File: config.mk
export PLATFORM = sky130hd
export DESIGN_NAME = logreg_mac_scheduler
export DESIGN_NICKNAME = d
export VERILOG_FILES = /design/src/rtl/logreg_pkg.sv /design/src/rtl/logreg_mac_acc.sv /design/src/rtl/logreg_mac_scheduler.sv
export SDC_FILE = /design/constraint.sdc
export NUM_CORES = 2
export LEC_CHECK = 0
export ABC_AREA = 1
export BUFFER_PORTS_ARGS = -buffer_cell sky130_fd_sc_hd__buf_2
export CORE_MARGIN = 5
export CORE_UTILIZATION = 35
export CTS_CLUSTER_DIAMETER = 100
export DETAILED_ROUTE_END_ITERATION = 10
export PLACE_DENSITY = 0.53
export SYNTH_ARGS = -nofsm -noshare
export SYNTH_HDL_FRONTEND = slang
export SYNTH_SLANG_ARGS = --single-unit
File: constraint.sdc
create_clock -name clk -period 30.6 [get_ports clk]
set_clock_uncertainty 0.15 [all_clocks]
set_input_delay 0 -clock clk [delete_from_list [all_inputs] [get_ports clk]]
set_output_delay 0 -clock clk [all_outputs]
set_load 0.005 [all_outputs]
File: src/rtl/logreg_pkg.sv
// ---------------------------------------------------------------------------
// logreg_pkg
// Shared sizing, state encoding and feature-index constants for the
// time-multiplexed logistic-regression scorer.
//   W        data / coefficient / accumulator width
//   NFEAT    features per vector (index 0 = bias, index 1 = forced zero)
//   NCLASS   number of coefficient sets
//   CW/FW/AW class-index, feature-index and theta-ROM address widths
// ---------------------------------------------------------------------------
package logreg_pkg;

    localparam int W      = 32;
    localparam int NFEAT  = 41;
    localparam int NCLASS = 4;
    localparam int CW     = $clog2(NCLASS);
    localparam int FW     = $clog2(NFEAT);
    localparam int AW     = $clog2(NCLASS * NFEAT);

    localparam int BIAS_IDX = 0;
    localparam int ZERO_IDX = 1;

    typedef enum logic [2:0] {
        IDLE,
        LOAD,
        RUN,
        DRAIN,
        OUT
    } state_t;

endpackage

File: src/rtl/logreg_mac_acc.sv
// ---------------------------------------------------------------------------
// logreg_mac_acc
// Shared MAC slice: selects the term for one feature (bias passthrough,
// forced zero, or signed product truncated to W bits) and accumulates it.
// The bias term restarts the accumulator, so no separate clear is needed
// between classes.
//   clk, rst   clock, synchronous active-high reset
//   en         a term is present this cycle
//   first      term is the bias: acc restarts at theta
//   zero       term is forced to zero
//   x, theta   feature word and coefficient
//   acc_next   value the accumulator takes at the next edge
// ---------------------------------------------------------------------------
module logreg_mac_acc
    import logreg_pkg::*;
(
    input  logic         clk,
    input  logic         rst,
    input  logic         en,
    input  logic         first,
    input  logic         zero,
    input  logic [W-1:0] x,
    input  logic [W-1:0] theta,
    output logic [W-1:0] acc_next
);

    logic [W-1:0] acc;
    logic [W-1:0] prod;
    logic [W-1:0] term;

    // NOTE: every variable written here gets a value on every path (defaults
    // first), otherwise synthesis infers a latch.
    always_comb begin
        // Low W bits of a two's-complement product are the same whether the
        // operands are taken as signed or unsigned; wrap mod 2^W is intended.
        prod = W'($signed(x) * $signed(theta));
        term = prod;
        if (first) begin
            term = theta;
        end else if (zero) begin
            term = '0;
        end

        acc_next = acc;
        if (en) begin
            acc_next = first ? term : acc + term;
        end
    end

    // NOTE: sequential state uses non-blocking assignments so every flop
    // samples pre-edge values regardless of block ordering.
    always_ff @(posedge clk) begin
        if (rst) begin
            acc <= '0;
        end else begin
            acc <= acc_next;
        end
    end

endmodule

File: src/rtl/logreg_mac_scheduler.sv
// ---------------------------------------------------------------------------
// logreg_mac_scheduler
// Buffers one feature vector, then streams NCLASS*NFEAT theta reads through a
// single MAC and keeps a running signed argmax. Result is held until taken.
//   clk, rst            clock, synchronous active-high reset
//   x_valid/x_ready     feature stream handshake; x_data = feature n on beat n
//   x_last              final beat of a vector
//   theta_addr/rd       theta ROM request (addr = class*NFEAT + feature)
//   theta_data          ROM data, valid one cycle after theta_rd
//   res_valid/ready     result handshake; res_class/res_score = argmax
//   len_err             one-cycle pulse on malformed frame length
//   busy                any state other than IDLE
// ---------------------------------------------------------------------------
module logreg_mac_scheduler
    import logreg_pkg::*;
(
    input  logic          clk,
    input  logic          rst,
    input  logic          x_valid,
    output logic          x_ready,
    input  logic [W-1:0]  x_data,
    input  logic          x_last,
    output logic [AW-1:0] theta_addr,
    output logic          theta_rd,
    input  logic [W-1:0]  theta_data,
    output logic          res_valid,
    input  logic          res_ready,
    output logic [CW-1:0] res_class,
    output logic [W-1:0]  res_score,
    output logic          len_err,
    output logic          busy
);

    state_t state, state_next;

    logic [FW-1:0] feat_cnt;
    logic [CW-1:0] cls_cnt;
    logic [FW-1:0] len_q;       // beats in the buffered frame
    logic [W-1:0]  fbuf [NFEAT];

    logic          beat, end_beat, last_read;
    logic          len_err_q;

    // Apply-stage copies of the read issued last cycle.
    logic          rd_q;
    logic [FW-1:0] fidx_q;
    logic [CW-1:0] cls_q;
    logic [W-1:0]  x_q;

    logic [W-1:0]  acc_next;
    logic [W-1:0]  best_score;
    logic [CW-1:0] best_class;

    assign beat      = x_valid && (state == IDLE || state == LOAD);
    assign end_beat  = beat && (x_last || feat_cnt == FW'(NFEAT - 1));
    assign last_read = (state == RUN) && cls_cnt == CW'(NCLASS - 1)
                       && feat_cnt == FW'(NFEAT - 1);

    always_ff @(posedge clk) begin
        if (rst) begin
            state <= IDLE;
        end else begin
            state <= state_next;
        end
    end

    always_comb begin
        state_next = state;
        x_ready    = 1'b0;
        theta_rd   = 1'b0;
        theta_addr = '0;
        res_valid  = 1'b0;
        busy       = (state != IDLE);
        case (state)
            IDLE, LOAD: begin
                x_ready = 1'b1;
                if (end_beat) begin
                    state_next = RUN;
                end else if (beat) begin
                    state_next = LOAD;
                end
            end
            RUN: begin
                theta_rd   = 1'b1;
                theta_addr = AW'(int'(cls_cnt) * NFEAT + int'(feat_cnt));
                if (last_read) begin
                    state_next = DRAIN;
                end
            end
            DRAIN: state_next = OUT;
            OUT: begin
                res_valid = 1'b1;
                if (res_ready) begin
                    state_next = IDLE;
                end
            end
            default: state_next = IDLE;
        endcase
    end

    // feat_cnt is the write pointer while loading and the read index in RUN.
    always_ff @(posedge clk) begin
        if (rst) begin
            feat_cnt  <= '0;
            cls_cnt   <= '0;
            len_q     <= '0;
            len_err_q <= 1'b0;
        end else begin
            len_err_q <= 1'b0;
            if (end_beat) begin
                feat_cnt  <= '0;
                len_q     <= feat_cnt + 1'b1;
                // Error when x_last and "final index" disagree.
                len_err_q <= x_last ^ (feat_cnt == FW'(NFEAT - 1));
            end else if (beat) begin
                feat_cnt <= feat_cnt + 1'b1;
            end else if (state == RUN) begin
                if (feat_cnt == FW'(NFEAT - 1)) begin
                    feat_cnt <= '0;
                    cls_cnt  <= (cls_cnt == CW'(NCLASS - 1)) ? '0 : cls_cnt + 1'b1;
                end else begin
                    feat_cnt <= feat_cnt + 1'b1;
                end
            end
        end
    end

    // NOTE: the feature buffer is storage, not control, so it has no reset;
    // entries past the frame length are masked to zero on read instead.
    always_ff @(posedge clk) begin
        if (beat) begin
            fbuf[feat_cnt] <= x_data;
        end
        x_q <= (feat_cnt < len_q) ? fbuf[feat_cnt] : '0;
    end

    always_ff @(posedge clk) begin
        if (rst) begin
            rd_q   <= 1'b0;
            fidx_q <= '0;
            cls_q  <= '0;
        end else begin
            rd_q   <= theta_rd;
            fidx_q <= feat_cnt;
            cls_q  <= cls_cnt;
        end
    end

    logreg_mac_acc u_mac (
        .clk      (clk),
        .rst      (rst),
        .en       (rd_q),
        .first    (fidx_q == FW'(BIAS_IDX)),
        .zero     (fidx_q == FW'(ZERO_IDX)),
        .x        (x_q),
        .theta    (theta_data),
        .acc_next (acc_next)
    );

    // Compare against the class total as it lands, so the last class is
    // settled by the end of DRAIN. Strict > keeps the lowest index on ties.
    always_ff @(posedge clk) begin
        if (rst) begin
            best_score <= '0;
            best_class <= '0;
        end else if (rd_q && fidx_q == FW'(NFEAT - 1)) begin
            if (cls_q == '0 || $signed(acc_next) > $signed(best_score)) begin
                best_score <= acc_next;
                best_class <= cls_q;
            end
        end
    end

    assign res_class = best_class;
    assign res_score = best_score;
    assign len_err   = len_err_q;

endmodule

==> out/results.txt <==
After routing the design area is 82560 um^2. Dividing total power by cell area gives a power density of 78.19 nW/um^2. In this run the critical register-to-register path is launched from x_q[10]$_SDFF_PP0_.

The initial antenna violation count came out at 14. VDD sags by at most 112.0 uV. The internal portion of the total power is 4.061 mW. Each instance of the synthesized netlist takes up on average 11.66 um^2.

TritonCTS built the clock tree. The synthesis-stage register bit count was 1437; the met2 demand-to-capacity share in global routing was 0.3516. The reported max-cap violation count was 0; the number of post-CTS setup repair buffers was 0. The power share of the sequential group came out at 0.339. Final number of max-transition violations: 0.

The number of I/O pins is 116. The clock buffer count from CTS is 153, and the number of sinks on the clock net is 1437. Kind of capture point of the worst setup path: a flip-flop.

The top-area cell type share of the netlist area works out to 0.5394. The tools report the launch instance of the worst min-delay path as theta_data[0]. After global routing the overflow that remains totals 0. The clock passes through at most 3 buffers. After layout, the worst setup slack is 18.60 ns. The share of power burned in the clock network came out at 0.280.

By area the synthesized netlist is led by sky130_fd_sc_hd__edfxtp_1 54%, sky130_fd_sc_hd__fa_1 11%, sky130_fd_sc_hd__nand2_1 6.7%. The static power due to leakage is 32.86 nW. The total area inside the core boundary comes to 207300 um^2.

For the pin with the worst max-slew slack, the measured transition is 1.184 ns. The initial core utilization came out at 0.3524. Tracing the worst setup path back leads to its startpoint at x_q[10]$_SDFF_PP0_. The met1 usage in global routing was 0.2853; the via count of the first global-routing pass was 49150.

met2 is the most crowded layer. The share of synthesized registers carrying an async set or reset works out to 0. The net switching component of the power was 2.394 mW; the share of layout cells above drive strength 1 was 0.08102. Detailed placement ended at an HPWL of 140.2 mm.

The cell taking the most area after synthesis is sky130_fd_sc_hd__edfxtp_1. The root buffer cell chosen for the clock tree is sky130_fd_sc_hd__clkbuf_16. The die is 466.8 um wide.

The number of gates resized after CTS was 0. The biggest fanout along the worst timing path is 35, and the met3 usage is 0.03118. Setup repair after global routing left no endpoint under its margin.

The critical path is of the flip-flop to flip-flop type. The critical path data arrival time is 12.50 ns, and the switching part of the total is 0.3709. In the final layout, flip-flops and latches occupy 41910 um^2.

The number of cells produced by synthesis was 6262; the final RePlAce weighted congestion was 0.8794. The maximum operating frequency was 83.33 MHz. The synthesized design contains 1312 enable-type register cells. Total of fill cells in the finished design: 19760. Dividing the detail-routed wire length by the instance count gives 24.74 um.

For the first-pass GRT wire length, the log shows 338.3 mm. The cts-stage hold buffer count was 67; the share of the clock period used by the worst path was 0.3922. The run gives 0 ns as the aggregate negative setup slack.

The slowest stage of the critical path belongs to the cell sky130_fd_sc_hd__dfxtp_1. The tightest slew margin relative to the limit came out at 0.2056. The shortest period the worst path allows works out to 12.00 ns.

The first detailed-routing pass ran for 6 iterations. For this run, the slowest stage of the critical path takes 0.99 ns. The clock latency reported for the late side of the worst-skew pair came out at 0.84 ns. The run gives 0.2091 as the global-route usage over all layers.

The run finished with clean final reports. The number of hold-slack violations in the final timing report is 0. For the synthesized area, the log shows 73040 um^2. After the first detailed-routing iteration, the DRC count stood at 4491. The logs give 0 for the number of routed nets with antenna violations and 167 for the site row count. The post-route core utilization is 0.3983, and the setup violation total in the final timing report is 0. The number of vias per cell was 5.219. After detailed routing, the total wire length is 230.4 mm. The routed layout has 48590 vias. The H-tree was split into 4 levels. Clock-pin slew on the worst setup and hold paths: 0.05 ns. The tightest hold path in the finished design has a slack of 0.1039 ns.

Entering global routing, the biggest net connects 100 pins. The area growth from synthesis to layout is 13.03%. The part of the total power dissipated in combinational logic was 0.381. The number of nets in the synthesized netlist is 6974. Once placement finished, the instance area stood at 76910 um^2. The multi-input combinational cells in the finished layout cover a total of 26390 um^2. During placement, the flow inserted port buffers numbering 115. STA classifies the critical path startpoint as a flip-flop. The logs give 31.10 ns for the data required time at the worst endpoint and 0.5737 for the share of synthesized area occupied by flip-flops and latches. Prior to clock tree synthesis, the placed netlist has a worst setup slack of 18.57 ns.

Among all flip-flop cells after synthesis, the most frequent one is sky130_fd_sc_hd__edfxtp_1. The die footprint is 217900 um^2. For the Yosys warning count, the log shows 0. The worst hold path class was input port to flip-flop.

In the routed design, unresolved DRC markers number 0. Number of nets in the final layout: 7098. The floorplan step set the die height to 466.8 um.

After synthesis, the netlist uses 68 different library cells.
-- flip-flops by register name, summed over array words and instances (netlist names) --
name,count
res_class,2
fbuf,1312
fidx_q,6
u_mac.acc,32
x_q,32
len_q,6
feat_cnt,6
state,3
res_score,32
rd_q,1
len_err,1
cls_cnt,2
cls_q,2
-- final timing paths --
path,to,slack (ns),cells after the start
max,res_score[0]$_SDFFE_PP0P_,18.60,50
min,u_mac.acc[0]$_SDFF_PP0_,0.10,6
max reg2reg,res_score[0]$_SDFFE_PP0P_,18.60,50
min reg2reg,len_q[0]$_SDFFE_PP0P_,0.32,2
-- layout make-up --
| cell class | instances | area share |
|---|---|---|
| Sequential cell | 1437 | 0.5076 |
| Multi-Input combinational cell | 3526 | 0.3196 |
| Clock buffer | 199 | 0.04920 |
| Inverter | 986 | 0.04498 |
| Tap cell | 2788 | 0.04225 |
| Timing Repair Buffer | 282 | 0.02525 |
| Clock inverter | 87 | 0.01090 |
| Antenna cell | 6 | 0.0001819 |
-- critical path: cells and delay by family, from the launching register on --
kind,cells,cell delay [ns]
AND/OR/NAND/NOR,21,2.65
adder cells (fa/ha/maj),11,4.82
AO/OA/AOI/OAI,9,1.99
flip-flops,1,0.99
buffers and inverters,9,1.13
-- routing by layer --
layer  up-vias  wire length, um
met3       302            14520
met2      1675           110600
met5         -               13
met1     24910            99800
met4         2             5411
li1      21710                -
-- cells in the mapped netlist (8+ instances only) --
library cell,instances
sky130_fd_sc_hd__buf_2,110
sky130_fd_sc_hd__clkbuf_1,134
sky130_fd_sc_hd__a211oi_1,22
sky130_fd_sc_hd__o21bai_1,8
sky130_fd_sc_hd__nor2_1,219
sky130_fd_sc_hd__nand4_1,116
sky130_fd_sc_hd__nand3_1,162
sky130_fd_sc_hd__or2_2,12
sky130_fd_sc_hd__o21ai_1,8
sky130_fd_sc_hd__a211o_1,17
sky130_fd_sc_hd__ha_1,233
sky130_fd_sc_hd__a22o_1,136
sky130_fd_sc_hd__a22oi_1,147
sky130_fd_sc_hd__a221oi_2,11
sky130_fd_sc_hd__o21ai_0,118
sky130_fd_sc_hd__dfxtp_1,125
sky130_fd_sc_hd__a21oi_1,247
sky130_fd_sc_hd__xnor2_1,12
sky130_fd_sc_hd__o211ai_1,33
sky130_fd_sc_hd__a41oi_1,18
sky130_fd_sc_hd__buf_1,50
sky130_fd_sc_hd__fa_1,410
sky130_fd_sc_hd__a31oi_1,15
sky130_fd_sc_hd__edfxtp_1,1312
sky130_fd_sc_hd__buf_6,11
sky130_fd_sc_hd__nor3_1,23
sky130_fd_sc_hd__o21a_1,16
sky130_fd_sc_hd__xor2_1,18
sky130_fd_sc_hd__a21boi_0,12
sky130_fd_sc_hd__inv_1,978
sky130_fd_sc_hd__nand2_1,1309
sky130_fd_sc_hd__a221oi_1,125
-- through the flow --
step           cells  power, mW
3_5_place_dp    8952      4.691
2_1_floorplan   6262      3.911
5_1_grt         9307      6.910
4_1_cts         9305      6.515
6_report        9311      6.455
3_3_place_gp    8952      4.671
-- cells by family after synthesis --
family          count (synthesis)  synth area share
compound gates                975           0.09406
xor+xnor                       30          0.003597
fa+ha+maj                     643            0.1523
buf+inv                      1299           0.07011
flops                        1437            0.5737
simple gates                 1878            0.1063
-- placed cells by master, fill, tap and decap left out, types with 12 or more instances in the layout --
| cell type | n |
|---|---|
| sky130_fd_sc_hd__edfxtp_1 | 1312 |
| sky130_fd_sc_hd__nand2_1 | 1309 |
| sky130_fd_sc_hd__dfxtp_1 | 123 |
| sky130_fd_sc_hd__clkinv_2 | 20 |
| sky130_fd_sc_hd__or2_2 | 12 |
| sky130_fd_sc_hd__xor2_1 | 18 |
| sky130_fd_sc_hd__xnor2_1 | 12 |
| sky130_fd_sc_hd__fa_1 | 410 |
| sky130_fd_sc_hd__clkinv_16 | 14 |
| sky130_fd_sc_hd__a21oi_1 | 247 |
| sky130_fd_sc_hd__inv_1 | 978 |
| sky130_fd_sc_hd__dlygate4sd3_1 | 67 |
| sky130_fd_sc_hd__a22o_1 | 136 |
| sky130_fd_sc_hd__ha_1 | 233 |
| sky130_fd_sc_hd__a21boi_0 | 12 |
| sky130_fd_sc_hd__buf_4 | 93 |
| sky130_fd_sc_hd__o21a_1 | 16 |
| sky130_fd_sc_hd__clkbuf_16 | 153 |
| sky130_fd_sc_hd__a31oi_1 | 15 |
| sky130_fd_sc_hd__nor3_1 | 21 |
| sky130_fd_sc_hd__clkinv_1 | 41 |
| sky130_fd_sc_hd__o21ai_0 | 118 |
| sky130_fd_sc_hd__a22oi_1 | 147 |
| sky130_fd_sc_hd__a221oi_1 | 125 |
| sky130_fd_sc_hd__nor2_1 | 178 |
| sky130_fd_sc_hd__a211o_1 | 17 |
| sky130_fd_sc_hd__clkbuf_1 | 40 |
| sky130_fd_sc_hd__nor2_4 | 43 |
| sky130_fd_sc_hd__o211ai_1 | 33 |
| sky130_fd_sc_hd__a211oi_1 | 22 |
| sky130_fd_sc_hd__buf_2 | 115 |
| sky130_fd_sc_hd__nand4_1 | 116 |
| sky130_fd_sc_hd__nand3_1 | 162 |
| sky130_fd_sc_hd__a41oi_1 | 18 |
-- power groups by stage --
stage	Combinational (mW)	Clock, mW	Sequential [mW]
2_1_floorplan	1.70	0	2.21
3_3_place_gp	2.44	0	2.23
3_5_place_dp	2.46	0	2.23
4_1_cts	2.49	1.84	2.19
5_1_grt	2.79	1.93	2.19
6_report	2.46	1.81	2.19
No activity file was read; power rests on OpenSTA's default activity.
